<file path="src/rtl/uart_rx_frame_if.sv">
// uart_rx_frame_if: host-side bus of the UART receiver.
// master = receiver, slave = host consuming bytes and status.
interface uart_rx_frame_if #(
    parameter int WIDTH = 8
) ();
    logic [WIDTH-1:0] rx_data_read_out;
    logic             rx_valid;
    logic             rx_full;
    logic             rx_busy;
    logic             frame_err;
    logic             overrun;
    logic             rx_data_read_en;
    logic             clr_err;

    modport master (
        output rx_data_read_out,
        output rx_valid,
        output rx_full,
        output rx_busy,
        output frame_err,
        output overrun,
        input  rx_data_read_en,
        input  clr_err
    );

    modport slave (
        input  rx_data_read_out,
        input  rx_valid,
        input  rx_full,
        input  rx_busy,
        input  frame_err,
        input  overrun,
        output rx_data_read_en,
        output clr_err
    );
endinterface

</file>
<file path="src/rtl/uart_rx_frame.sv">
// uart_rx_frame: 8N1 UART receiver with 16x oversampling, 3-sample
// majority vote, FWFT FIFO and sticky framing / overrun flags.
module uart_rx_frame #(
    parameter int WIDTH = 8,
    parameter int DEPTH = 4
) (
    input  logic            clk,
    input  logic            rst,
    input  logic [15:0]     dlh_dll,
    input  logic            rx_data_in,
    uart_rx_frame_if.master host
);
    localparam int AW = $clog2(DEPTH);
    localparam int BW = $clog2(WIDTH + 1);
    localparam logic [AW:0] FULLX = (AW + 1)'(DEPTH);

    typedef enum logic [1:0] {
        IDLE,
        START,
        DATA,
        STOP
    } state_t;

    state_t         state_q;
    logic           s1_q;
    logic           s2_q;
    logic           prev_q;
    logic [15:0]    pre_q;
    logic [3:0]     os_q;
    logic [1:0]     smp_q;
    logic           st_q;
    logic [WIDTH-1:0] sh_q;
    logic [BW-1:0]  nbit_q;
    logic           ferr_q;
    logic           ovr_q;

    logic [WIDTH-1:0] mem_q [DEPTH];
    logic [AW:0]    wp_q;
    logic [AW:0]    rp_q;
    logic [AW:0]    wp_d;
    logic [AW:0]    rp_d;

    logic fall;
    logic tick;
    logic maj;
    logic dec;
    logic wrap;
    logic stop_dec;
    logic push;
    logic ferr_set;
    logic empty;
    logic full;
    logic pop;
    logic wr;
    logic ovr_set;

    assign fall     = prev_q & ~s2_q;
    assign tick     = (pre_q >= dlh_dll);
    assign maj      = (smp_q[0] & smp_q[1]) | (smp_q[0] & s2_q) |
                      (smp_q[1] & s2_q);
    assign dec      = tick && (os_q == 4'd9);
    assign wrap     = tick && (os_q == 4'd15);
    assign stop_dec = (state_q == STOP) && dec;
    assign push     = stop_dec && maj;
    assign ferr_set = stop_dec && !maj;

    assign empty   = (wp_q == rp_q);
    assign full    = ((wp_q ^ rp_q) == FULLX);
    assign pop     = host.rx_data_read_en && !empty;
    assign wr      = push && (!full || pop);
    assign ovr_set = push && full && !pop;

    // Synchronizer, prescaler, sampling and frame state machine.
    always_ff @(posedge clk) begin
        if (rst) begin
            s1_q    <= 1'b1;
            s2_q    <= 1'b1;
            prev_q  <= 1'b1;
            pre_q   <= '0;
            os_q    <= '0;
            smp_q   <= '0;
            st_q    <= 1'b0;
            sh_q    <= '0;
            nbit_q  <= '0;
            state_q <= IDLE;
        end else begin
            s1_q   <= rx_data_in;
            s2_q   <= s1_q;
            prev_q <= s2_q;
            if (state_q == IDLE && fall) begin
                pre_q <= '0;
                os_q  <= '0;
            end else if (tick) begin
                pre_q <= '0;
                os_q  <= os_q + 4'd1;
            end else begin
                pre_q <= pre_q + 16'd1;
            end
            if (tick && os_q == 4'd7) smp_q[0] <= s2_q;
            if (tick && os_q == 4'd8) smp_q[1] <= s2_q;
            unique case (state_q)
                IDLE: begin
                    if (fall) begin
                        nbit_q  <= '0;
                        state_q <= START;
                    end
                end
                START: begin
                    if (dec) st_q <= maj;
                    if (wrap) state_q <= st_q ? IDLE : DATA;
                end
                DATA: begin
                    if (dec) begin
                        sh_q   <= {maj, sh_q[WIDTH-1:1]};
                        nbit_q <= nbit_q + 1'b1;
                    end
                    if (wrap && nbit_q == BW'(WIDTH)) state_q <= STOP;
                end
                STOP: begin
                    // Leave right after the mid-bit decision so the
                    // next start edge lands while we are in IDLE.
                    if (dec) state_q <= IDLE;
                end
            endcase
        end
    end

    // Sticky error flags; a new event wins over a clear.
    always_ff @(posedge clk) begin
        if (rst) begin
            ferr_q <= 1'b0;
            ovr_q  <= 1'b0;
        end else begin
            if (ferr_set)          ferr_q <= 1'b1;
            else if (host.clr_err) ferr_q <= 1'b0;
            if (ovr_set)           ovr_q <= 1'b1;
            else if (host.clr_err) ovr_q <= 1'b0;
        end
    end

    // Next FIFO pointers.
    always_comb begin
        wp_d = wp_q;
        rp_d = rp_q;
        if (wr)  wp_d = wp_q + 1'b1;
        if (pop) rp_d = rp_q + 1'b1;
    end

    // FIFO pointer registers.
    always_ff @(posedge clk) begin
        if (rst) begin
            wp_q <= '0;
            rp_q <= '0;
        end else begin
            wp_q <= wp_d;
            rp_q <= rp_d;
        end
    end

    // FIFO storage; contents are masked by the empty check.
    always_ff @(posedge clk) begin
        if (wr) mem_q[wp_q[AW-1:0]] <= sh_q;
    end

    assign host.rx_data_read_out = empty ? '0 : mem_q[rp_q[AW-1:0]];
    assign host.rx_valid         = !empty;
    assign host.rx_full          = full;
    assign host.rx_busy          = (state_q != IDLE);
    assign host.frame_err        = ferr_q;
    assign host.overrun          = ovr_q;
endmodule
</file>
<file path="src/flat_wrapper.sv">
// flat-port wrapper written by rule: the top's interface ports become plain ports
module uart_rx_frame_flat 
#(
    parameter int WIDTH = 8,
    parameter int DEPTH = 4
)
  (clk, rst, dlh_dll, rx_data_in, host_rx_data_read_out, host_rx_valid, host_rx_full, host_rx_busy, host_frame_err, host_overrun, host_rx_data_read_en, host_clr_err);
  uart_rx_frame_if #(.WIDTH(WIDTH)) host_i ();
  input  logic clk;
  input  logic rst;
  input  logic [15:0] dlh_dll;
  input  logic rx_data_in;
  output wire logic [$bits(host_i.rx_data_read_out)-1:0] host_rx_data_read_out;
  output wire logic [$bits(host_i.rx_valid)-1:0] host_rx_valid;
  output wire logic [$bits(host_i.rx_full)-1:0] host_rx_full;
  output wire logic [$bits(host_i.rx_busy)-1:0] host_rx_busy;
  output wire logic [$bits(host_i.frame_err)-1:0] host_frame_err;
  output wire logic [$bits(host_i.overrun)-1:0] host_overrun;
  input wire logic [$bits(host_i.rx_data_read_en)-1:0] host_rx_data_read_en;
  input wire logic [$bits(host_i.clr_err)-1:0] host_clr_err;
  assign host_rx_data_read_out = host_i.rx_data_read_out;
  assign host_rx_valid = host_i.rx_valid;
  assign host_rx_full = host_i.rx_full;
  assign host_rx_busy = host_i.rx_busy;
  assign host_frame_err = host_i.frame_err;
  assign host_overrun = host_i.overrun;
  assign host_i.rx_data_read_en = host_rx_data_read_en;
  assign host_i.clr_err = host_clr_err;
  uart_rx_frame #(.WIDTH(WIDTH), .DEPTH(DEPTH)) u_core (.clk(clk), .rst(rst), .dlh_dll(dlh_dll), .rx_data_in(rx_data_in), .host(host_i));
endmodule
</file>
<file path="config.mk">
export PLATFORM = sky130hd
export DESIGN_NAME = uart_rx_frame_flat
export DESIGN_NICKNAME = d
export VERILOG_FILES = /design/src/rtl/uart_rx_frame_if.sv /design/src/rtl/uart_rx_frame.sv /design/src/flat_wrapper.sv
export SDC_FILE = /design/constraint.sdc
export NUM_CORES = 1
export LEC_CHECK = 0
export ABC_AREA = 1
export ABC_CLOCK_PERIOD_IN_PS = 3000
export CAP_MARGIN = 5
export CORE_AREA = 2 2 102 104
export CTS_CLUSTER_DIAMETER = 40
export DETAILED_ROUTE_END_ITERATION = 8
export DIE_AREA = 0 0 104 106
export MAX_ROUTING_LAYER = met4
export PLACE_DENSITY = 0.58
export SLEW_MARGIN = 20
export SYNTH_ARGS = -nofsm -noshare
export SYNTH_HDL_FRONTEND = slang
export SYNTH_SLANG_ARGS = --single-unit
</file>
<file path="constraint.sdc">
create_clock -name clk -period 3 [get_ports clk]
set_input_delay 0.6 -clock clk [delete_from_list [all_inputs] [get_ports clk]]
set_output_delay 0.6 -clock clk [all_outputs]
set_load 0.05 [all_outputs]
</file>
==> results of run 1 <==
[worst max-delay path, cell delays in order, from the launching register on]
cell and delay (ns):
dfxtp_1 0.60, o21ai_0 0.20, o32ai_1 0.15, nand2_1 0.07, inv_1 0.05, clkdlybuf4s50_1 0.78
[cell usage in the layout (no fill, tap or decap), types with 2 or more instances in the layout]
cell / netlist / final
xor2_1: 7 / 7
buf_4: 1 / 17
nor3_1: 6 / 6
nor2_1: 56 / 56
nor2_2: 5 / 5
and3_1: 3 / 3
clkbuf_8: 0 / 9
or2_2: 3 / 3
inv_6: 0 / 2
nor3b_1: 3 / 3
edfxtp_1: 32 / 32
nand2_2: 6 / 6
nand2_1: 68 / 68
ha_1: 27 / 27
clkinvlp_4: 0 / 2
inv_2: 2 / 2
nand4_1: 7 / 7
nand3b_1: 4 / 4
o21ai_0: 27 / 27
o32ai_1: 8 / 8
inv_1: 78 / 77
nand3_1: 12 / 12
a21oi_1: 34 / 34
clkdlybuf4s50_1: 0 / 27
nand3_2: 4 / 4
dfxtp_1: 50 / 49
xnor2_1: 3 / 3
nor3_4: 2 / 2
[sequential cells by signal (all words and copies together) (netlist names), named ones only]
signal,cells
u_core.wp_q,3
u_core.sh_q,8
u_core.st_q,1
u_core.smp_q,2
u_core.rp_q,3
u_core.mem_q,32
u_core.s1_q,1
u_core.pre_q,16
u_core.prev_q,1
u_core.host.overrun,1
u_core.host.frame_err,1
u_core.os_q,4
u_core.s2_q,1
u_core.state_q,1
u_core.nbit_q,4
[what timing repair did]
action                                  in CTS  in global routing
hold buffers                                 0                  0
gates resized for setup                      0                  3
endpoints found under the setup margin       0                  3
[cell families (layout without fill, tap and decap cells)]
| family | after synthesis | in the layout | synth area share [%] |
|---|---|---|---|
| adder cells (fa/ha/maj) | 27 | 27 | 8.42 |
| AND/OR/NAND/NOR | 182 | 182 | 21.5 |
| AO/OA/AOI/OAI | 75 | 75 | 10.5 |
| XOR/XNOR | 10 | 10 | 2.18 |
| buffers and inverters | 90 | 141 | 8.58 |
| flip-flops | 82 | 82 | 48.9 |
[where the power goes]
group | leakage (nW) | internal, mW | switching (mW)
sequential | 0.701 | 1.16 | 0.0209
combinational | 1.20 | 0.103 | 0.166
clock | 0.0987 | 0.357 | 0.420
[metrics by stage]
step	util [%]	worst slack (ns)	area, um^2
global placement	45.5	0.182	4550
CTS	47.4	0.0196	4740
floorplan	-	0.516	4010
global route	47.5	0.00675	4750
finish	47.5	0.184	4750
detailed placement	45.5	0.0905	4550
[worst paths after layout]
kind,endpoint,slack (ns),depth (start not counted),start
setup / recovery,host_rx_data_read_out[7],0.18,5,flop
hold / removal,u_core.s2_q$_SDFF_PP1_,0.41,1,u_core.s1_q$_SDFF_PP1_
setup reg to reg,u_core.mem_q[2][5]$_DFFE_PP_,0.86,14,u_core.pre_q[7]$_SDFF_PP0_
hold reg to reg,u_core.s2_q$_SDFF_PP1_,0.41,1,u_core.s1_q$_SDFF_PP1_
[layer usage]
| metal | up-vias | track usage [%] |
|---|---|---|
| met1 | 1363 | 18.9 |
| li1 | 1613 | - |
| met2 | 49 | 25.8 |
| met4 | 0 | 6.37 |
| met3 | 14 | 2.21 |
| met5 | - | - |
[cell type report]
cell class / count / area, um^2
multi-input combinational: 294 / 1710
timing repair buffer: 45 / 410
tap: 136 / 170
sequential: 82 / 1960
clock inverter: 6 / 45.0
clock buffer: 10 / 149
inverter: 80 / 304
fill: 996 / 5250
==> impl_metrics.tcl, run 1 <==
set metrics [dict create \
    clock_sinks 82 \
    drive_above_1_share_pct 11.6 \
    synth_common_cells "78 x inv_1, 68 x nand2_1, 56 x nor2_1" \
    synth_top_area_share_pct 24.9 \
    ys_ff_latch 82 \
    finalCritPeriodShare_pct 93.9 \
    critPathCaptureType "output port" \
    maxCapViolCount 0 \
    clockRootBuffer "clkbuf_8" \
    die_area_mm2 0.0110 \
    clock-skew-final_ns 0.0129 \
    cts_buffers 9 \
    die_w_um 104 \
    async_flop_share_pct 0 \
    drt_wl_total_um 7710 \
    wl_met2_um 3770 \
    seq_area_frac_synth_pct 48.9 \
    dp_cells 637 \
    relSlewSlack_pct 66.6 \
    path_class "flop to output port" \
    synth_edf_count 32 \
    io_pins 34 \
    hpwl_um 5830 \
    startpoint_type "flop" \
    cp_data_arrival_time_ns 2.22 \
    hold_violations 0 \
    layout.cells.non_filler 653 \
    status "finished, final reports clean" \
    clk_path_buf_depth 2 \
    synth_area_per_cell_um2 8.61 \
    synth_ff_type "dfxtp_1" \
    num_vias 3039 \
    detail-route-antenna-nets 0 \
    synth-warning-count 0 \
    core-area_mm2 0.0100 \
    worst_pin_slew_ns 0.500 \
    routedWlPerCell_um 11.8 \
    fmax_mhz 355 \
    start_util_pct 40.1 \
    leakagePower_nw 2.00 \
    num_antenna_cells 0 \
    viasPerCell 4.65 \
    grt_usage_pct 15.4 \
    top_layer "met4" \
    post-cts-setup-buffer-count 0 \
    synth_cell_type_count 35 \
    netlist_instances 466 \
    grt_overflow_total 0 \
    wl_met3_um 257 \
    yosysMostFrequentCell "inv_1" \
    period_needed_ns 2.82 \
    synth_area_mm2 0.00401 \
    crit_required_ns 2.40 \
    p_per_area_mw_per_mm2 469 \
    worstPathMaxFanout 16 \
    m1WireLength_um 3550 \
    grt_pass1_wl_um 13300 \
    synth_area_leaders "dfxtp_1 25%, edfxtp_1 24%, ha_1 8.4%, inv_1 7.3%, nand2_1 6.4%" \
    htreeDepth 3 \
    grt_pass1_vias 2909 \
    die-height_um 106 \
    vdd_drop_max_mv 0.182 \
    report.final.slew_viol_count 0 \
    holdWs_ns 0.414 \
    grt_antenna_before_repair 0 \
    clock_latency_ns 0.36 \
    clkTransAtPathRegs_ns 0.09 \
    syn_to_final_growth_pct 18.3 \
    min_path_type "flop to flop" \
    cts_tree "built" \
    fin_setup_tns_ns 0 \
    finalSetupViolations 0 \
    dr.pass1.iters 4 \
    gp_congestion 0.839 \
    nNetsFinal 560 \
    fp-row-count 37 \
    io_buffers 33 \
    synth_top_cell_by_area "dfxtp_1" \
    finalPower_mw 2.23 \
    drc 0 \
    grt_max_degree 18 \
    drt_iter0_drc 129 \
    rsz0062_at_grt "false" \
    syn_nets 514 \
]
Power figures use the tool's default switching activity.
==> inputs of run 2 (changes only) <==
- CORE_AREA: 2 2 102 104 -> 2 2 122 88
- DIE_AREA: 0 0 104 106 -> 0 0 124 90
==> impl_metrics.tcl, run 2 (same netlist as run 1, synthesis figures left out) <==
set metrics [dict create \
    seq_power_share_pct 47.3 \
    clock-skew-final_ns 0.00728 \
    min_path_type "flop to flop" \
    ctsResizeCount 0 \
    cts_tree "built" \
    detail-route-antenna-nets 0 \
    vdd_drop_max_mv 0.361 \
    clk_path_buf_depth 2 \
    hold_violations 0 \
    clkTransAtPathRegs_ns 0.07 \
    core-area_mm2 0.0101 \
    startpoint_type "flop" \
    critPathCaptureType "output port" \
    nFillCells 962 \
    dr.pass1.iters 5 \
    cpMaxStageDelayCell "clkdlybuf4s50_1" \
    relSlewSlack_pct 66.3 \
    worst_pin_slew_ns 0.505 \
    finalPower_mw 2.49 \
    clockRootBuffer "clkbuf_16" \
    nNetsFinal 562 \
    io_buffers 33 \
    leakagePower_nw 2.04 \
    die-height_um 90 \
    finalSetupViolations 0 \
    worstPathMaxFanout 6 \
    rsz0062_at_grt "false" \
    crit_required_ns 2.40 \
    largest_reg_flops 32 \
    drt_iter0_drc 167 \
    cp_cell_sequence "inv_1 -> nand2_1 -> nand3_1 -> nor2_1 -> clkdlybuf4s50_1" \
    combPwrFrac_pct 11.2 \
    p_int_mw 1.84 \
    io_pins 34 \
    hold_buffers 0 \
    drt_wl_total_um 8030 \
    start_util_pct 39.8 \
    viasPerCell 4.65 \
    period_needed_ns 2.63 \
    status "finished, final reports clean" \
    report.final.slew_viol_count 0 \
    grt_overflow_total 0 \
    cp_data_arrival_time_ns 2.03 \
    p_clk_share_pct 41.5 \
    die_area_mm2 0.0112 \
    p_sw_mw 0.655 \
    clock_latency_ns 0.34 \
    p_per_area_mw_per_mm2 516 \
    slowest_delay_ns 0.82 \
    die_w_um 124 \
    num_antenna_cells 0 \
    grt_usage_pct 16.3 \
    grt_pass1_wl_um 13700 \
    layout.cells.non_filler 651 \
    path_class "flop to output port" \
    num_vias 3027 \
    finalCritPeriodShare_pct 87.8 \
    maxCapViolCount 0 \
    layout_commonest_cell "inv_1" \
    syn_to_final_growth_pct 20.4 \
    p_sw_share_pct 26.2 \
    hpwl_um 6000 \
    grt_pass1_vias 2814 \
    post-cts-setup-buffer-count 0 \
    drc 0 \
    final_cell_area_mm2 0.00483 \
    startpoint "u_core.wp_q[0]$_SDFFE_PP0P_" \
    htreeDepth 3 \
    drive_above_1_share_pct 11.9 \
    fmax_mhz 380 \
    fin_setup_tns_ns 0 \
    fp-row-count 31 \
    reg2reg_from "u_core.pre_q[7]$_SDFF_PP0_" \
    mostFrequentLayoutCells "78 x inv_1, 68 x nand2_1, 56 x nor2_1" \
    cts_buffers 9 \
    grt_antenna_before_repair 0 \
    routedWlPerCell_um 12.3 \
    utilization_pct 47.9 \
    clock_sinks 82 \
    grt_max_degree 19 \
    gp_congestion 0.780 \
    place_area_mm2 0.00455 \
    dp_cells 635 \
    worstHoldStart "u_core.s1_q$_SDFF_PP1_" \
]
==> run 2: cell count changes in the layout (fill, tap and decap cells not counted), sizes merged <==
cell           change
clkdlybuf4s50      -2
buf                +5
inv                +3
clkinvlp           -2
dlymetal6s2s       -1
clkbuf             -1
==> run 2: area by class of cell <==
class / instances / area [um^2] / share of cell area [%]
clock buffer: 9 / 225 / 4.66
clock inverter: 7 / 56.3 / 1.17
inverter: 80 / 300 / 6.22
timing repair buffer: 47 / 415 / 8.60
tap: 132 / 165 / 3.42
sequential: 82 / 1960 / 40.6
multi-input combinational: 294 / 1710 / 35.3
==> run 2: worst paths after layout <==
path | endpoint | slack [ns] | cells past startpoint
worst min-delay path | u_core.s2_q$_SDFF_PP1_ | 0.43 | 1
worst max register to register | u_core.mem_q[3][5]$_DFFE_PP_ | 0.82 | 14
worst max-delay path | host_rx_full | 0.37 | 5
worst min register to register | u_core.s2_q$_SDFF_PP1_ | 0.43 | 1
==> run 2: critical path: cells and delay by family, from the launching register on <==
kind | cells | cell delay [ns]
flops | 1 | 0.43
buf+inv | 2 | 0.93
simple gates | 3 | 0.32
==> run 2: through the flow <==
step                setup slack (ns)  hold slack (ns)
floorplan                      0.516            0.389
global placement               0.163            0.397
detailed placement            0.0966            0.399
CTS                            0.335            0.431
global route                   0.203            0.460
finish                         0.367            0.434
==> run 2: power by group through the flow <==
stage | registers, mW | logic [mW] | clock network, mW
2_1_floorplan | 1.20 | 0.188 | 0
3_3_place_gp | 1.20 | 0.276 | 0
3_5_place_dp | 1.21 | 0.280 | 0
4_1_cts | 1.18 | 0.282 | 1.06
5_1_grt | 1.18 | 0.310 | 1.12
6_report | 1.18 | 0.280 | 1.03
==> run 2: metal layers <==
metal / share of wire [%] / track usage [%] / vias up
met3: 4.0 / 4.57 / 7
met1: 53 / 23.7 / 1352
met4: 0.88 / 4.21 / 0
met5: 0 / - / -
li1: - / - / 1620
met2: 42 / 22.3 / 48
==> inputs of run 3 (changes only) <==
- CAP_MARGIN: 5 -> default
- CORE_AREA: 2 2 122 88 -> 2 2 102 104
- DIE_AREA: 0 0 124 90 -> 0 0 104 106
==> results of run 3 <==
Same layout as run 1: the final DEF is identical, and so are final timing and power.
==> RTL edit: new RTL, flow settings as in run 2 <==
`WIDTH` is set to 8 in 3 places; all go to 4.
--- a/src/rtl/uart_rx_frame_if.sv
+++ b/src/rtl/uart_rx_frame_if.sv
@@ -3,3 +3,3 @@
 interface uart_rx_frame_if #(
-    parameter int WIDTH = 8
+    parameter int WIDTH = 4
 ) ();
--- a/src/rtl/uart_rx_frame.sv
+++ b/src/rtl/uart_rx_frame.sv
@@ -3,3 +3,3 @@
 module uart_rx_frame #(
-    parameter int WIDTH = 8,
+    parameter int WIDTH = 4,
     parameter int DEPTH = 4
--- a/src/flat_wrapper.sv
+++ b/src/flat_wrapper.sv
@@ -3,3 +3,3 @@
 #(
-    parameter int WIDTH = 8,
+    parameter int WIDTH = 4,
     parameter int DEPTH = 4
Interface: changed (resized host_rx_data_read_out); port bits go from 34 to 30. The function was not compared with the original's and may differ.
==> RTL edit against run 2 <==
  * Combinational power is 29% lower
  * Via count down 17%
  * Non-clock buffer count is 7 lower
  * Design area is 17% lower
  * Setup slack lost 0.14 ns
  * Total power decreased by 10%
  * Clock power grew 14%
  * Synthesized area down 21%
  * Routed wire length down 25%
  * Sequential cell count decreased by 21
  * Critical endpoint is now host_rx_data_read_out[3]
  * Largest cell class is now multi-input combinational cells
==> RTL edit: results (changes against run 2) <==
| Metric | Value |
|---|---|
| CTS clock-pin slew for the worst setup and hold paths | 0.05 ns (was 0.07 ns) |
| H-Tree Depth | 3 (unchanged) |
| Total track usage | 12.2% (was 16.3%) |
| Via count | 2502 (was 3027) |
| Clock-cell share of area | 8.47% (was 5.83%) |
| Sequential share of cell area | 34.5% (was 40.6%) |
| Max VDD drop | 0.443 mV (was 0.361 mV) |
| Buffers outside the clock class | 40 (was 47) |
| Clock buffer count | 9 (unchanged) |
| Port buffer count | 29 (was 33) |
| Reg area | 0.00138 mm2 (was 0.00196 mm2) |
| Synth unique cells | 31 (was 35) |
| Largest net degree at the start of global routing | 15 (was 19) |
| First-pass GRT wire length | 10500 um (was 13700 um) |
| Final nets | 485 (was 562) |
| Synth Flop Type | dfxtp_1 (unchanged) |
| Share of cells above drive strength 1 | 11.3% (was 11.9%) |
| Max transition margin | 66.3% (about the same) |
| Synth top area cells | dfxtp_1, edfxtp_1, ha_1 (unchanged) |
| Number of synthesized flops with an enable pin | 16 (was 32) |
| Pleak | 0.00172 uW (was 0.00204 uW) |
| Ys async rst share | 0% (unchanged) |
| Max Clock Skew | 0.00517 ns (was 0.00728 ns) |
| Pre-antenna DRT Iters | 5 (unchanged) |
| Area taken by multi-input logic gates | 0.00148 mm2 (was 0.00171 mm2) |
| Comb_multi_in | 254 (was 294) |
| Clock Path Buffers | 2 (unchanged) |
| Crit path max fanout | 9 (was 6) |
| Diodes inserted | 0 (unchanged) |
| Sequential fraction of the synthesis area | 43.7% (was 48.9%) |
| Initial antenna violation count | 0 (unchanged) |
| Die area | 0.0112 mm2 (unchanged) |
| GP Congestion | 0.766 (was 0.780) |
| Detail-routed net length per standard cell | 10.5 um (was 12.3 um) |
| Max-cap violations | 0 (unchanged) |
| Inverter count | 71 (was 80) |
| Synthesis Warnings | 0 (unchanged) |
| DP Area | 0.00367 mm2 (was 0.00455 mm2) |
| Non-clk buf share | 9.31% (was 8.60%) |
| Status | complete, no violations (unchanged) |
| Most frequent cells after synthesis | inv_1, nand2_1, nor2_1, dfxtp_1, a21oi_1 (unchanged) |
| Iteration-0 DRC Markers | 115 (was 167) |
| Synthesized Nets | 440 (was 514) |
| CTS root buf | clkbuf_16 (unchanged) |
| Clk_lat worst skew | 0.33 ns |
| Post-cts gate resize count | 0 (unchanged) |
| Critical Path AT | 2.17 ns (was 2.03 ns) |
| Vias in the first global route | 2265 (was 2814) |
| Register bit total from synthesis | 61 (was 82) |
| Layout fillers | 1005 (was 962) |
| Postcts setup bufs | 0 (unchanged) |
| Hold Crit Class | reg2reg (unchanged) |
| ANT nets after route | 0 (unchanged) |
| HPWL after detailed placement | 4590 um (was 6000 um) |
[RTL edit: cell count changes after synthesis, sizes merged, moves of 4 or more]
cell    change
nand3b      -4
dfxtp       -5
o21ai       -5
edfxtp     -16
o32ai       -4
inv         -9
nor2        -9
a21oi       -5
clkbuf      -4
nand2       -8
[RTL edit: where the power goes]
| group | internal (uW) | total [uW] | switching, uW | leakage (uW) |
|---|---|---|---|---|
| Sequential | 853 | 869 | 15.8 | 0.000512 |
| Combinational | 82.5 | 200 | 118 | 0.00105 |
| Clock | 806 | 1170 | 366 | 0.000161 |
[RTL edit: critical path, cell delays in order, from the launching register on]
cell             delay [ns]
dfxtp_1                0.39
inv_1                  0.21
nor2_1                 0.07
o32ai_1                0.24
nand2_1                0.09
inv_1                  0.06
clkdlybuf4s50_1        0.79
[RTL edit: logic make-up after synthesis]
group	share of synthesized area (%)
fa+ha+maj	10.7
flops	43.7
xor+xnor	3.33
buf+inv	9.46
simple gates	22.8
compound gates	10.1
[RTL edit: final timing paths]
kind / startpoint / end / slack (ns) / cells past startpoint
worst max-delay path: flip-flop / host_rx_data_read_out[3] / 0.23 / 6
worst min-delay path: u_core.s1_q / u_core.s2_q / 0.40 / 1
worst max register to register: u_core.pre_q[0] / u_core.mem_q[3][3] / 0.76 / 12
worst min register to register: u_core.s1_q / u_core.s2_q / 0.40 / 1
[RTL edit: through the flow]
step / instances / setup WS [ns]
floorplan: 392 / 0.734
finish: 574 / 0.226
CTS: 574 / 0.206
global route: 574 / 0.0768
detailed placement: 558 / 0.0343
global placement: 558 / 0.162
[RTL edit: routing by layer]
layer	global-route usage, %	part of all wire [%]	up-vias	routed length (um)
li1	-	-	1357	-
met1	17.3	56	1093	3370
met2	16.2	38	42	2320
met5	-	0	-	0
met3	3.43	4.4	10	264
met4	5.06	1.6	0	96
